### src/rtl/div128by64seq.sv
// div128by64seq: iterative radix-2 restoring divider, 2*WID-bit dividend by
// WID-bit divisor, one quotient bit per clock, valid/ready on both sides.
// Optional macro DIV_SIGNED_EN adds signed (two's complement) requests via sgn
// and a FIX state that restores result signs; without it all ops are unsigned.
module div128by64seq #(
  parameter int WID = 64
) (
  input  logic               clk,
  input  logic               rst_n,
  input  logic               in_valid,
  output logic               in_ready,
  input  logic [2*WID-1:0]   a,
  input  logic [WID-1:0]     b,
  input  logic               sgn,
  output logic               out_valid,
  input  logic               out_ready,
  output logic [WID-1:0]     q,
  output logic [WID-1:0]     r,
  output logic               dbz,
  output logic               ovf
);

  localparam int CW = $clog2(WID);

`ifdef DIV_SIGNED_EN
  typedef enum logic [2:0] {
    S_IDLE = 3'd0, S_CHK = 3'd1, S_RUN = 3'd2, S_FIX = 3'd3, S_DONE = 3'd4
  } state_e;
`else
  typedef enum logic [2:0] {
    S_IDLE = 3'd0, S_CHK = 3'd1, S_RUN = 3'd2, S_DONE = 3'd4
  } state_e;
`endif

  state_e state_q, state_d;

  logic               in_ready_q, in_ready_d;
  logic               out_valid_q, out_valid_d;

  // operand capture and iteration state
  logic [2*WID-1:0]   a_q;
  logic [WID-1:0]     b_q;
  logic [WID-1:0]     dvs_q;      // divisor magnitude used by the iterations
  logic [WID:0]       rem_q;      // partial remainder, one guard bit
  logic [WID-1:0]     sr_q;       // dividend low half shifting out, quotient bits shifting in
  logic [CW-1:0]      cnt_q;

  // result registers
  logic [WID-1:0]     q_res_q;
  logic [WID-1:0]     r_res_q;
  logic               dbz_q;
  logic               ovf_q;

  // combinational datapath
  logic [2*WID-1:0]   a_mag_s;
  logic [WID-1:0]     b_mag_s;
  logic               ovf_s;
  logic [WID:0]       shift_s;
  logic [WID+1:0]     trial_s;
  logic               take_s;
  logic [WID:0]       rem_n_s;
  logic [WID-1:0]     sr_n_s;

`ifdef DIV_SIGNED_EN
  logic               sgn_q;
  logic               neg_quo_s;
  logic               neg_rem_s;
  logic [2*WID:0]     lim_pos_s;
  logic [2*WID:0]     lim_neg_s;
`else
  logic               unused_sgn_s;
  assign unused_sgn_s = sgn;
`endif

  assign in_ready  = in_ready_q;
  assign out_valid = out_valid_q;
  assign q         = q_res_q;
  assign r         = r_res_q;
  assign dbz       = dbz_q;
  assign ovf       = ovf_q;

  // Operand magnitudes and overflow pre-check; quotient must fit the result width.
  always_comb begin
    a_mag_s = a_q;
    b_mag_s = b_q;
    ovf_s   = (a_q[2*WID-1:WID] >= b_q);
`ifdef DIV_SIGNED_EN
    neg_quo_s = sgn_q & (a_q[2*WID-1] ^ b_q[WID-1]);
    neg_rem_s = sgn_q & a_q[2*WID-1];
    if (sgn_q) begin
      a_mag_s = a_q[2*WID-1] ? -a_q : a_q;
      b_mag_s = b_q[WID-1]   ? -b_q : b_q;
    end else begin
      a_mag_s = a_q;
      b_mag_s = b_q;
    end
    // quotient limit L: overflow iff |a| >= (L+1)*|b|
    lim_pos_s = {2'b00, b_mag_s, {(WID-1){1'b0}}};
    lim_neg_s = lim_pos_s + {{(WID+1){1'b0}}, b_mag_s};
    if (sgn_q) begin
      ovf_s = ({1'b0, a_mag_s} >= (neg_quo_s ? lim_neg_s : lim_pos_s));
    end else begin
      ovf_s = (a_q[2*WID-1:WID] >= b_q);
    end
`endif
  end

  // One restoring step: shift in next dividend bit, subtract divisor if it fits.
  always_comb begin
    shift_s = {rem_q[WID-1:0], sr_q[WID-1]};
    trial_s = {1'b0, shift_s} - {2'b00, dvs_q};
    take_s  = ~trial_s[WID+1];
    rem_n_s = take_s ? trial_s[WID:0] : shift_s;
    sr_n_s  = {sr_q[WID-2:0], take_s};
  end

  // FSM state register.
  always_ff @(posedge clk or negedge rst_n) begin
    if (!rst_n) begin
      state_q <= S_IDLE;
    end else begin
      state_q <= state_d;
    end
  end

  // FSM next-state logic.
  always_comb begin
    state_d = state_q;
    case (state_q)
      S_IDLE: begin
        if (in_valid) begin
          state_d = S_CHK;
        end else begin
          state_d = S_IDLE;
        end
      end
      S_CHK: begin
        if (b_q == '0) begin
          state_d = S_DONE;
        end else if (ovf_s) begin
          state_d = S_DONE;
        end else begin
          state_d = S_RUN;
        end
      end
      S_RUN: begin
        if (cnt_q == '0) begin
`ifdef DIV_SIGNED_EN
          state_d = S_FIX;
`else
          state_d = S_DONE;
`endif
        end else begin
          state_d = S_RUN;
        end
      end
`ifdef DIV_SIGNED_EN
      S_FIX: begin
        state_d = S_DONE;
      end
`endif
      S_DONE: begin
        if (out_valid_q && out_ready) begin
          state_d = S_IDLE;
        end else begin
          state_d = S_DONE;
        end
      end
      default: begin
        state_d = S_IDLE;
      end
    endcase
  end

  // FSM outputs: ready only in IDLE, valid one cycle after DONE entry until taken.
  always_comb begin
    in_ready_d = (state_d == S_IDLE);
    if (state_q == S_DONE) begin
      out_valid_d = ~(out_valid_q & out_ready);
    end else begin
      out_valid_d = 1'b0;
    end
  end

  // Handshake output registers.
  always_ff @(posedge clk or negedge rst_n) begin
    if (!rst_n) begin
      in_ready_q  <= 1'b1;
      out_valid_q <= 1'b0;
    end else begin
      in_ready_q  <= in_ready_d;
      out_valid_q <= out_valid_d;
    end
  end

  // Datapath: operand capture, iteration registers and result registers.
  always_ff @(posedge clk or negedge rst_n) begin
    if (!rst_n) begin
      a_q     <= '0;
      b_q     <= '0;
      dvs_q   <= '0;
      rem_q   <= '0;
      sr_q    <= '0;
      cnt_q   <= '0;
      q_res_q <= '0;
      r_res_q <= '0;
      dbz_q   <= 1'b0;
      ovf_q   <= 1'b0;
`ifdef DIV_SIGNED_EN
      sgn_q   <= 1'b0;
`endif
    end else begin
      case (state_q)
        S_IDLE: begin
          if (in_valid) begin
            a_q <= a;
            b_q <= b;
`ifdef DIV_SIGNED_EN
            sgn_q <= sgn;
`endif
          end
        end
        S_CHK: begin
          if (b_q == '0) begin
            dbz_q   <= 1'b1;
            ovf_q   <= 1'b0;
            q_res_q <= '1;
            r_res_q <= a_q[WID-1:0];
          end else if (ovf_s) begin
            dbz_q   <= 1'b0;
            ovf_q   <= 1'b1;
            q_res_q <= '1;
            r_res_q <= '0;
          end else begin
            dbz_q <= 1'b0;
            ovf_q <= 1'b0;
            dvs_q <= b_mag_s;
            rem_q <= {1'b0, a_mag_s[2*WID-1:WID]};
            sr_q  <= a_mag_s[WID-1:0];
            cnt_q <= CW'(WID - 1);
          end
        end
        S_RUN: begin
          rem_q <= rem_n_s;
          sr_q  <= sr_n_s;
          if (cnt_q != '0) begin
            cnt_q <= cnt_q - CW'(1);
          end
`ifndef DIV_SIGNED_EN
          if (cnt_q == '0) begin
            q_res_q <= sr_n_s;
            r_res_q <= rem_n_s[WID-1:0];
          end
`endif
        end
`ifdef DIV_SIGNED_EN
        S_FIX: begin
          q_res_q <= neg_quo_s ? -sr_q : sr_q;
          r_res_q <= neg_rem_s ? -rem_q[WID-1:0] : rem_q[WID-1:0];
        end
`endif
        S_DONE: begin
          q_res_q <= q_res_q;
          r_res_q <= r_res_q;
        end
        default: begin
          cnt_q <= '0;
        end
      endcase
    end
  end

endmodule
### config.mk
export PLATFORM = sky130hd
export DESIGN_NAME = div128by64seq
export DESIGN_NICKNAME = d
export VERILOG_FILES = /design/src/rtl/div128by64seq.sv
export SDC_FILE = /design/constraint.sdc
export NUM_CORES = 1
export LEC_CHECK = 0
export CAP_MARGIN = 10
export CORE_ASPECT_RATIO = 1.2
export CORE_MARGIN = 2
export CORE_UTILIZATION = 35
export DETAILED_ROUTE_END_ITERATION = 10
export PLACE_DENSITY = 0.61
export SYNTH_ARGS = -nofsm -noshare
export SYNTH_HDL_FRONTEND = slang
export SYNTH_SLANG_ARGS = --single-unit
### constraint.sdc
create_clock -name clk -period 3.25 [get_ports clk]
set_input_delay 0.65 -clock clk [delete_from_list [all_inputs] [get_ports clk]]
set_output_delay 0.65 -clock clk [all_outputs]
set_load 0.05 [all_outputs]
After elaboration in Yosys (flattened, before gate mapping)
Index checks and enable logic that the tools add are counted.
- $add $sub $neg: 2
- magnitude comparators: 1
- eq/ne operators: 8
- mux-type cells: 29
- bitwise logic cells: 6
- reduce and logical (&&, ||, !) cells: 13
- operators by type and width (cell ; count):
    64-bit 2-to-1 mux ; 11
    64-bit one-hot mux with 2 select lines ; 4
    65-bit by 64-bit subtractor with 66-bit output ; 1
    64-bit >= comparator ; 1
    64-bit logical NOT ; 1
    6-bit 2-to-1 mux ; 3
    6-bit one-hot mux with 3 select lines ; 1
    3-bit 2-to-1 mux ; 4
    3-bit one-hot mux with 4 select lines ; 1
    3-bit AND reduction ; 3
    2-bit inequality test (second input constant) ; 4
    3-bit logical NOT ; 2
    6-bit logical NOT ; 1
    6-bit nonzero test ; 1
    6-bit by 1-bit subtractor with 6-bit output (second input constant) ; 1
    1-bit 2-to-1 mux ; 5
    1-bit NOT ; 5
    4-bit AND reduction ; 1
    3-bit by 1-bit == test with 1-bit output (second input constant) ; 1
    3-bit by 2-bit == test with 1-bit output (second input constant) ; 1
    3-bit == test (second input constant) ; 1
    3-bit inequality test (second input constant) ; 1
    2-bit AND reduction ; 1
    2-bit nonzero test ; 1
    other kinds (3) ; 3
- register bits after elaboration: 525
- bits of input ports: 197
- output and inout port bits: 132
- word-level logic and storage cells: 72

Depth between registers and ports, before layout
- word-level depth: 5
- mapped depth: 15
- depth with buffers taken out: 13

Worst setup path after synthesis
Ideal clock, no wire load.
- path type: register -> register
- start: reg rem_q[6]
- end: reg r_res_q[56] (netlist: r[56])
- library setup time: 0.144 ns
- arrival: 2.998 ns
- data required time: 3.106 ns
- slack: 0.108 ns
- stages on the path, launching flop included: 14
- buffers on the path: 2
- clock period less this slack: 3.142 ns
- cells stage by stage: dfrtp_1 ha_1 buf_2 and4_1 and2_1 o2111ai_1 a2111oi_2 nor3_2 o21a_2 o21ai_4 buf_6 o21ai_0 a211oi_1 o221ai_1
- cells in the longest elaborated chain, start to end: 4
- ends and longest elaborated chain (element ; line ; RTL):
    from (decl) ; 44 ; logic [WID:0] rem_q;
    from (signal assigned) ; 238 ; rem_q <= {1'b0, a_mag_s[2*WID-1:WID]};
    from (signal assigned) ; 244 ; rem_q <= rem_n_s;
    65-bit by 64-bit subtractor with 66-bit output ; 111 ; trial_s = {1'b0, shift_s} - {2'b00, dvs_q};
    64-bit 2-to-1 mux ; 113 ; rem_n_s = take_s ? trial_s[WID:0] : shift_s;
    64-bit 2-to-1 mux ; 250 ; if (cnt_q == '0) begin
    64-bit one-hot mux with 2 select lines ; 213 ; case (state_q)
    to (signal assigned) ; 228 ; r_res_q <= a_q[WID-1:0];
    to (signal assigned) ; 252 ; r_res_q <= rem_n_s[WID-1:0];
    to (signal assigned) ; 264 ; r_res_q <= r_res_q;
    to (decl) ; 50 ; logic [WID-1:0] r_res_q;
Every way passes these cells. The select of a mux whose other input is x is not followed.
A chain may end at the register's enable or synchronous reset.

Final worst setup path
- start: reg rem_q[6]
- end: reg r_res_q[24] (netlist: r[24])
The elaborated chain is that of the path after synthesis.

==> flow_summary.toml <==
[synth]
ys_seq_elements = 525
synth.area.top_cells = "dfrtp_1, mux2_2, ha_1"
synth_top_area_share = 0.480
syn_inst = 2764
ys_async_sr_fraction = 1.00
yosys.area.top_type = "dfrtp_1"
ys_types = 74
synth_edf_count = 0
avgSynthCellArea_sq_um = 9.88
syn_area_sq_um = 27300
syn_nets = 3092
synth-seq-area-share = 0.481
synthFlopType = "dfrtp_1"
synth_most_common_cell = "dfrtp_1"
synthTopCellsByCount = "dfrtp_1, nand2_1, o21ai_0"
yosysWarnings = 0

[routing]
drt_iter0_markers = 1496
wl_per_cell_um = 21.5
wl_mm = 100
viasPerCell = 5.17
drt_first_pass_iters = 6
antenna_left = 0
drc = 0
vias = 24200

[clocking]
cts.htree.levels = 2
root_buffer = "clkbuf_16"
cts_buffers = 57
clk_latency_ns = 0.64
clockBufferDepth = 3
clk_pin_slew_ns = 0.07
cts_tree = "yes"
postCtsHoldBufs = 0
cts_sinks = 525

[floorplan]
ios = 329
die-area_sq_um = 80300
core_area_sq_um = 77500
start_util = 0.352
die_x_um = 259
row_count = 112
die_h_um = 310

[sta]
fin_tns_setup_ns = -1.44
rsz0062_at_grt = "yes"
timing.final.crit_share = 1.03
max_slew_margin = 0.455
max_slew.worst_pin.slew_ns = 0.818
hold_ws_ns = 0.0333
clock_skew_ns = 0.0289
layout_setup_ws_ns = -0.100
finalMaxSlewViolations = 0
max_freq_ghz = 0.299
hold_viol = 0
period_needed_ns = 3.35
setup_viol = 45

[setup_path]
endpoint_kind = "flop"
cp_num_buf_inv = 4
crit_path_start_kind = "flop"
cp_cell_sequence = "ha_4 > and4_4 > and2_4 > o2111ai_4 > a2111oi_4 > nor3_4 > o21a_2 > o21ai_4 > buf_6 > buf_12 > buf_8 > mux2_4 > nand2_4 > buf_12 > a31oi_4"
startpoint = "rem_q[6]$_DFFE_PN0P_"
path_delay_family = "compound AO/OA/AOI/OAI gates"
r2r_start = "rem_q[6]$_DFFE_PN0P_"
cp_max_fo = 7
crit_top_cell = "buf_12"
worstPathArrival_ns = 3.87
slowest_delay_ns = 0.45
cp.required_ns = 3.77
crit_type = "flop to flop"
critPathSlowestCell = "a2111oi_4"

[final_layout]
n_fill_cell = 6930
nNetsFinal = 3926
drive_gt1_frac = 0.300
syn_to_final_growth_pct = 48.8

[place]
preCtsSetupSlack_ns = -0.474
portBuffers = 327
gp_congestion = 0.917
hpwlAfterDp_mm = 72.5

[global_route]
grt_use_total = 0.236
grt.overflow.total = 0
grt_pass1_vias = 24500
grt_max_degree = 120
antenna_found_initial = 3
grt_pass1_wl_mm = 144

[run_status]
violations = "setup timing"
status = "complete, but fails checks"

[worst_hold_path]
hp-class = "primary input to asynchronous set/reset pin"

[power]
powerDensity_nw_per_um2 = 1350
p_leak_nw = 18.2
finalPower_mw = 54.9
vdd.ir_drop.worst_v = 0.000662

[flow_run]
maxCapViolCount = 0
==> sequential cells by signal (all words and copies together), names as in the netlist, 6 cells and up <==
register,cells
dvs_q,64
b_mag_s,64
sr_q,64
a_mag_s,128
cnt_q,6
r,64
q,64
rem_q,64
==> worst reg2reg max path, cell delays in order (launching register included) <==
cell	delay, ns
dfrtp_1	0.41
ha_4	0.29
and4_4	0.20
and2_4	0.17
o2111ai_4	0.15
a2111oi_4	0.45
nor3_4	0.10
o21a_2	0.25
o21ai_4	0.17
buf_6	0.13
buf_12	0.15
buf_8	0.16
mux2_4	0.32
nand2_4	0.08
buf_12	0.13
a31oi_4	0.07
==> power breakdown <==
| group | total (mW) | switching [mW] | internal [mW] | leakage [nW] |
|---|---|---|---|---|
| Clock | 6.90 | 2.89 | 4.01 | 0.978 |
| Combinational | 35.9 | 19.0 | 16.9 | 11.0 |
| Sequential | 12.1 | 2.43 | 9.66 | 6.22 |
==> cell type report <==
type / instances / area (sq um) / area share
multi-input cells: 1927 / 14400 / 0.353
flip-flops and latches: 525 / 13100 / 0.323
repair buffers: 934 / 9290 / 0.229
clock buffers: 80 / 1670 / 0.0412
well taps: 1026 / 1280 / 0.0316
inverters: 153 / 574 / 0.0141
clock inverters: 26 / 327 / 0.00803
diodes: 2 / 5.00 / 0.000123
==> cells in the final DEF (no fill, tap or decap), types with 24 or more instances in the layout <==
cell,netlist,layout
dfrtp_1,524,524
buf_4,4,489
nand2_1,387,356
clkdlybuf4s50_1,0,326
o21ai_0,304,204
inv_1,153,144
mux2_2,146,136
nor2_1,148,127
mux2i_1,124,116
ha_1,130,111
a21oi_1,124,103
o22a_1,94,94
clkbuf_16,0,85
o21ai_1,1,76
buf_12,0,46
o21bai_1,45,45
a21o_1,41,41
nand4_1,34,34
xnor2_1,30,30
nand2_2,0,26
a31oi_1,30,26
buf_6,3,25
nand3_1,24,24
==> through the flow <==
step / std cells / area [sq um] / util
final: 4673 / 40600 / 0.525
after global routing: 4673 / 40600 / 0.525
after CTS: 4601 / 38500 / 0.497
after detailed placement: 4469 / 35500 / 0.458
after global placement: 4469 / 35500 / 0.458
after floorplan: 2764 / 27300 / -
==> what timing repair did <==
item,4_1_cts,5_1_grt
gates resized for setup,134,333
pin swaps,48,72
buffers inserted,20,53
cloned,9,29
endpoints found under the setup margin,327,274
hold endpoints to repair,0,0
==> metal layers <==
| metal | vias to the layer above | part of all wire | global-route usage |
|---|---|---|---|
| met5 | - | 0 | 0 |
| met4 | 0 | 0.064 | 0.131 |
| met3 | 213 | 0.038 | 0.0295 |
| met2 | 581 | 0.51 | 0.422 |
| met1 | 11900 | 0.39 | 0.272 |
| li1 | 11500 | - | - |
==> final timing paths <==
check                                          end  slack [ns]  cells after the start
min in group clk               out_valid$_DFF_PN0_        0.46                      1
setup reg to reg                 r[24]$_DFFE_PN0P_       -0.10                     15
hold reg to reg                out_valid$_DFF_PN0_        0.46                      1
hold / removal             a_mag_s[84]$_DFFE_PN0P_        0.03                      1
max in group asynchronous     sr_q[54]$_DFFE_PN0P_        2.36                      2
setup / recovery                 r[24]$_DFFE_PN0P_       -0.10                     15
==> kinds of logic (layout without fill, tap and decap cells) <==
| family | Yosys count | after routing | share of synthesized area |
|---|---|---|---|
| AOI/OAI and AO/OA | 775 | 775 | 0.180 |
| and+or+nand+nor | 697 | 698 | 0.110 |
| DFF | 525 | 525 | 0.481 |
| buffers and inverters | 313 | 1193 | 0.0457 |
| muxes | 270 | 270 | 0.106 |
| adders and majority gates | 131 | 131 | 0.0603 |
| xor gates and xnor gates | 53 | 53 | 0.0170 |
| other | 0 | 2 | 0 |
No activity file was read; power rests on OpenSTA's default activity.
